## src/rtl/dpll_trim_controller.sv

```systemverilog
// Frequency-locking trim controller for ring_osc2x13, clocked by the oscillator itself.
// Latency: ref edge -> rise pulse 2-3 clocks; rise -> meas/tval/locked update 1 clock.
// Backpressure: none; one measurement per reference period, always accepted.
//
// Ports:
//   clock      oscillator clock (clockp[0]), the only clock
//   reset      synchronous active-high reset
//   enable     loop enable; low freezes trim and clears lock/priming
//   ref_clk    asynchronous reference clock, sampled as data
//   div        target oscillator cycles per reference period
//   trim       thermometer trim, trim[i] = (i < tval)
//   tval       current tap count, 0..TRIM_W
//   meas       last measured period in oscillator cycles
//   meas_valid one-cycle pulse when meas/tval/locked update
//   locked     LOCK_N consecutive in-band measurements seen
module dpll_trim_controller #(
    parameter int TRIM_W    = 26,
    parameter int CNT_W     = 6,
    parameter int TRIM_INIT = 13,
    parameter int TOL       = 0,
    parameter int LOCK_N    = 4
) (
    input  logic              clock,
    input  logic              reset,
    input  logic              enable,
    input  logic              ref_clk,
    input  logic [CNT_W-1:0]  div,
    output logic [TRIM_W-1:0] trim,
    output logic [4:0]        tval,
    output logic [CNT_W-1:0]  meas,
    output logic              meas_valid,
    output logic              locked
);

    localparam int LK_W = $clog2(LOCK_N + 1);

    localparam logic [CNT_W-1:0] CNT_MAX = {CNT_W{1'b1}};
    localparam logic [CNT_W:0]   TOL_X   = (CNT_W + 1)'(TOL);
    localparam logic [4:0]       TV_MAX  = 5'(TRIM_W);
    localparam logic [4:0]       TV_INIT = 5'(TRIM_INIT);
    localparam logic [LK_W-1:0]  LK_MAX  = LK_W'(LOCK_N);

    logic             s1, s2, s3;
    logic             rise;
    logic             primed;
    logic [CNT_W-1:0] cnt;
    logic [LK_W-1:0]  lock_cnt;

    logic             too_fast, too_slow;
    logic [4:0]       tval_nxt;
    logic [LK_W-1:0]  lock_nxt;

    assign rise = s2 & ~s3;

    // Comparisons are done one bit wider so div+TOL and cnt+TOL cannot wrap.
    always_comb begin
        too_fast = ({1'b0, cnt} > ({1'b0, div} + TOL_X));
        too_slow = (({1'b0, cnt} + TOL_X) < {1'b0, div});

        tval_nxt = tval;
        if (too_fast) begin
            if (tval != TV_MAX) tval_nxt = tval + 5'd1;
        end else if (too_slow) begin
            if (tval != 5'd0) tval_nxt = tval - 5'd1;
        end

        lock_nxt = '0;
        if (!too_fast && !too_slow) begin
            lock_nxt = (lock_cnt == LK_MAX) ? LK_MAX : lock_cnt + LK_W'(1);
        end
    end

    // Thermometer decode straight off the tval register.
    always_comb begin
        trim = '0;
        for (int i = 0; i < TRIM_W; i++) begin
            trim[i] = (5'(i) < tval);
        end
    end

    always_ff @(posedge clock) begin
        if (reset) begin
            s1         <= 1'b0;
            s2         <= 1'b0;
            s3         <= 1'b0;
            cnt        <= '0;
            primed     <= 1'b0;
            tval       <= TV_INIT;
            meas       <= '0;
            meas_valid <= 1'b0;
            lock_cnt   <= '0;
            locked     <= 1'b0;
        end else begin
            s1         <= ref_clk;
            s2         <= s1;
            s3         <= s2;
            meas_valid <= 1'b0;
            if (!enable) begin
                cnt      <= '0;
                primed   <= 1'b0;
                lock_cnt <= '0;
                locked   <= 1'b0;
            end else begin
                // Saturating period counter; a missing ref reads as CNT_MAX (too fast).
                if (rise) begin
                    cnt <= CNT_W'(1);
                end else if (cnt != CNT_MAX) begin
                    cnt <= cnt + CNT_W'(1);
                end
                if (rise) begin
                    if (!primed) begin
                        // First rise only starts the count; no valid period yet.
                        primed <= 1'b1;
                    end else begin
                        meas       <= cnt;
                        meas_valid <= 1'b1;
                        tval       <= tval_nxt;
                        lock_cnt   <= lock_nxt;
                        locked     <= (lock_nxt == LK_MAX);
                    end
                end
            end
        end
    end

endmodule

```

## config.mk

```make
export PLATFORM = sky130hd
export DESIGN_NAME = dpll_trim_controller
export DESIGN_NICKNAME = d
export VERILOG_FILES = /design/src/rtl/dpll_trim_controller.sv
export SDC_FILE = /design/constraint.sdc
export NUM_CORES = 1
export LEC_CHECK = 0
export ABC_CLOCK_PERIOD_IN_PS = 2400
export BUFFER_PORTS_ARGS = -buffer_cell sky130_fd_sc_hd__buf_2
export CAP_MARGIN = 20
export CORE_MARGIN = 1.5
export CORE_UTILIZATION = 52
export CTS_CLUSTER_SIZE = 24
export DETAILED_ROUTE_END_ITERATION = 8
export GPL_ROUTABILITY_DRIVEN = 0
export PLACE_DENSITY = 0.83
export SYNTH_ARGS = -nofsm -noshare
export SYNTH_HDL_FRONTEND = slang
export SYNTH_SLANG_ARGS = --single-unit
```

## constraint.sdc

```tcl
create_clock -name clock -period 2.4 [get_ports clock]
set_input_delay 0.12 -clock clock [delete_from_list [all_inputs] [get_ports clock]]
set_output_delay 0.12 -clock clock [all_outputs]
set_load 0.02 [all_outputs]
```

==> results.toml <==
[global_routing]
first_global_vias = 1372
grt_use_total_pct = 21.4
grt_overflow_total = 0
antenna_found_initial = 0
grt_pass1_wl_um = 5990
grt_max_degree = 21

[logic_synthesis]
synth_edf_count = 0
ys_types = 46
ys_seq_area_share_pct = 30.7
synth_seq_cells = 26
yosys_warnings = 0
syn_area_per_cell_um2 = 7.61
synth_area_mm2 = 0.00170
netlist_instances = 223
syn_nets = 247
synth-main-ff-cell = "dfxtp_1"
async_flop_share_pct = 0

[timing]
timing.final.crit_period_ns = 2.12
tns_ns = 0
final-setup-viol-count = 0
fmax_mhz = 472
maxSlewViolCount = 0
setup_slack_ns = 0.282
worst_slew_pin_slew_ns = 0.488
hold_viol = 0
rsz0062_at_grt = "no"
maxSlewHeadroom_pct = 67.2
skew_ns = 0.0186
fin_crit_sh_pct = 88.3

[clocking]
ctsLongestPathBuffers = 2
cts_tree = "done"
clk_pin_slew_ns = 0.15
root_buffer = "clkbuf_4"
cts_buffers = 3
insertion_delay_ns = 0.33
htreeDepth = 1
cts_sinks = 26

[power]
p_int_w = 0.000625
leakage_nw = 0.838
p_total_w = 0.000788
pwr-share-comb_pct = 6.2
p_seq_share_pct = 55.7
peakVddDrop_v = 0.000438
p_sw_share_pct = 20.7
power_density_mw_per_mm2 = 394
p_sw_w = 0.000163
clkPwrFrac_pct = 38.1

[min_path]
hold_path_class = "input pin to flop"
holdCritStartpoint = "reset"

[cells_and_area]
final_area_mm2 = 0.00200
drive_gt1_share_pct = 22.9
nets = 291
diodes = 0
fillCellCount = 287
syn_to_final_growth_pct = 17.6

[worst_setup_path]
critPathCaptureType = "flop"
critPathLaunch = "cnt[3]"
worstPathMaxFanout = 7
critPathKind = "flop to flop"
required_ns = 2.62
crit_path_start_kind = "flop"
reg2reg_from = "cnt[3]"
cp.arrival_ns = 2.34

[drt]
drc = 0
drt_wl_total_um = 3720
drtIter0Drc = 112
via_count = 1663
avgViaCountPerCell = 5.36
final_antenna_net_count = 0
routedWlPerCell_um = 12.0
dr.pass1.iters = 4

[placement]
place_ws_ns = 0.350
dpl_cell_area_mm2 = 0.00193
place.detailed.hpwl_um = 2860
io_buffers = 48

[die]
dieArea_mm2 = 0.00362
rows = 20
die_x_um = 60.1
initial_core_util_pct = 55.2
ios = 49
die_h_um = 60.1
core_area_mm2 = 0.00308

[job]
drv_cap = 0

[status]
status = "finished clean"
[registers in the layout, summed over array words and instances, names as in the netlist]
| name | flops |
|---|---|
| cnt | 6 |
| lock_cnt | 3 |
| locked | 1 |
| meas | 6 |
| meas_valid | 1 |
| primed | 1 |
| s1 | 1 |
| s2 | 1 |
| s3 | 1 |
| tval | 5 |
[cells in the mapped netlist, drive strengths merged, types with 2 or more instances]
cell    number  area, µm²
nand2       34        128
dfxtp       26        521
nor2        24       90.1
a21oi       23        115
inv         15       56.3
ha          14        175
o21ai       12       63.8
nand3        9       45.0
clkbuf       6       22.5
nor2b        6       37.5
buf          5       43.8
a31oi        4       25.0
nor3         4       20.0
mux2i        3       30.0
nand4        3       33.8
or2          3       18.8
xnor2        3       26.3
a211o        2       17.5
a22oi        2       15.0
and4         2       17.5
nand3b       2       15.0
nand4b       2       17.5
o21a         2       15.0
xor2         2       17.5
[logic make-up (layout without fill, tap and decap cells)]
group,after synthesis,count (layout),share of synthesized area [%]
buf+inv,27,70,7.44
compound gates,51,51,18.7
xor+xnor,5,5,2.58
mux,4,4,2.43
flops,26,26,30.7
simple gates,96,96,27.9
fa+ha+maj,14,14,10.3
[power groups by stage]
stage                     Sequential, W  Combinational (W)  Clock (W)
after CTS                      0.000439          0.0000485   0.000308
after detailed placement       0.000448          0.0000471          0
after global routing           0.000440          0.0000550   0.000322
after global placement         0.000448          0.0000459          0
after floorplan                0.000448          0.0000326          0
final                          0.000439          0.0000486   0.000300
[worst paths after layout]
check	end	slack, ns	cells after the start
setup / recovery	tval[4]	0.28	6
hold / removal	meas_valid	0.16	2
setup reg to reg	tval[4]	0.28	6
hold reg to reg	s2	0.45	1
[what timing repair did]
| item | in CTS | in global routing |
|---|---|---|
| hold endpoints to repair | 1 | 0 |
| hold buffers | 1 | 0 |
| buffers inserted | 0 | 0 |
| gates resized for setup | 0 | 0 |
[metal layers]
| layer | track usage [%] | wire length (µm) | up-vias |
|---|---|---|---|
| met2 | 36.3 | 1820 | 41 |
| met3 | 4.33 | 148 | 4 |
| met4 | 6.03 | 34 | 0 |
| met5 | 0 | 0 | - |
| li1 | - | - | 858 |
| met1 | 27.2 | 1720 | 760 |
[worst max-delay path, cell delays in order (launching register included)]
cell	delay [ns]
dfxtp_1	0.47
ha_1	0.30
a21oi_1	0.19
o21a_1	0.31
nand4_4	0.17
a22oi_1	0.22
mux2_2	0.35
[cell usage in the layout, fill, tap and decap left out, types with 4 or more instances in the layout]
cell	instances
a21oi_1	23
a31oi_1	4
buf_2	48
dfxtp_1	26
ha_1	14
inv_1	15
nand2_1	34
nand3_1	9
nor2_1	24
nor2b_1	6
nor3_1	4
o21ai_0	10
[layout make-up]
cell class / instances / area, µm² / area share [%]
flip-flops and latches: 26 / 520 / 26.1
repair buffers: 50 / 258 / 12.9
multi-input cells: 170 / 1050 / 52.6
clock inverters: 1 / 30.0 / 1.50
inverters: 16 / 60.1 / 3.01
well taps: 44 / 55.1 / 2.76
clock buffers: 3 / 22.5 / 1.13
[through the flow]
step	hold WS, ns	std cells	utilization, %
after CTS	0.149	310	64.9
after detailed placement	0.342	305	62.8
after global placement	0.327	305	62.8
after floorplan	0.248	223	-
after global routing	0.190	310	64.9
final	0.158	310	64.9
(Power assumes the default switching activity.)
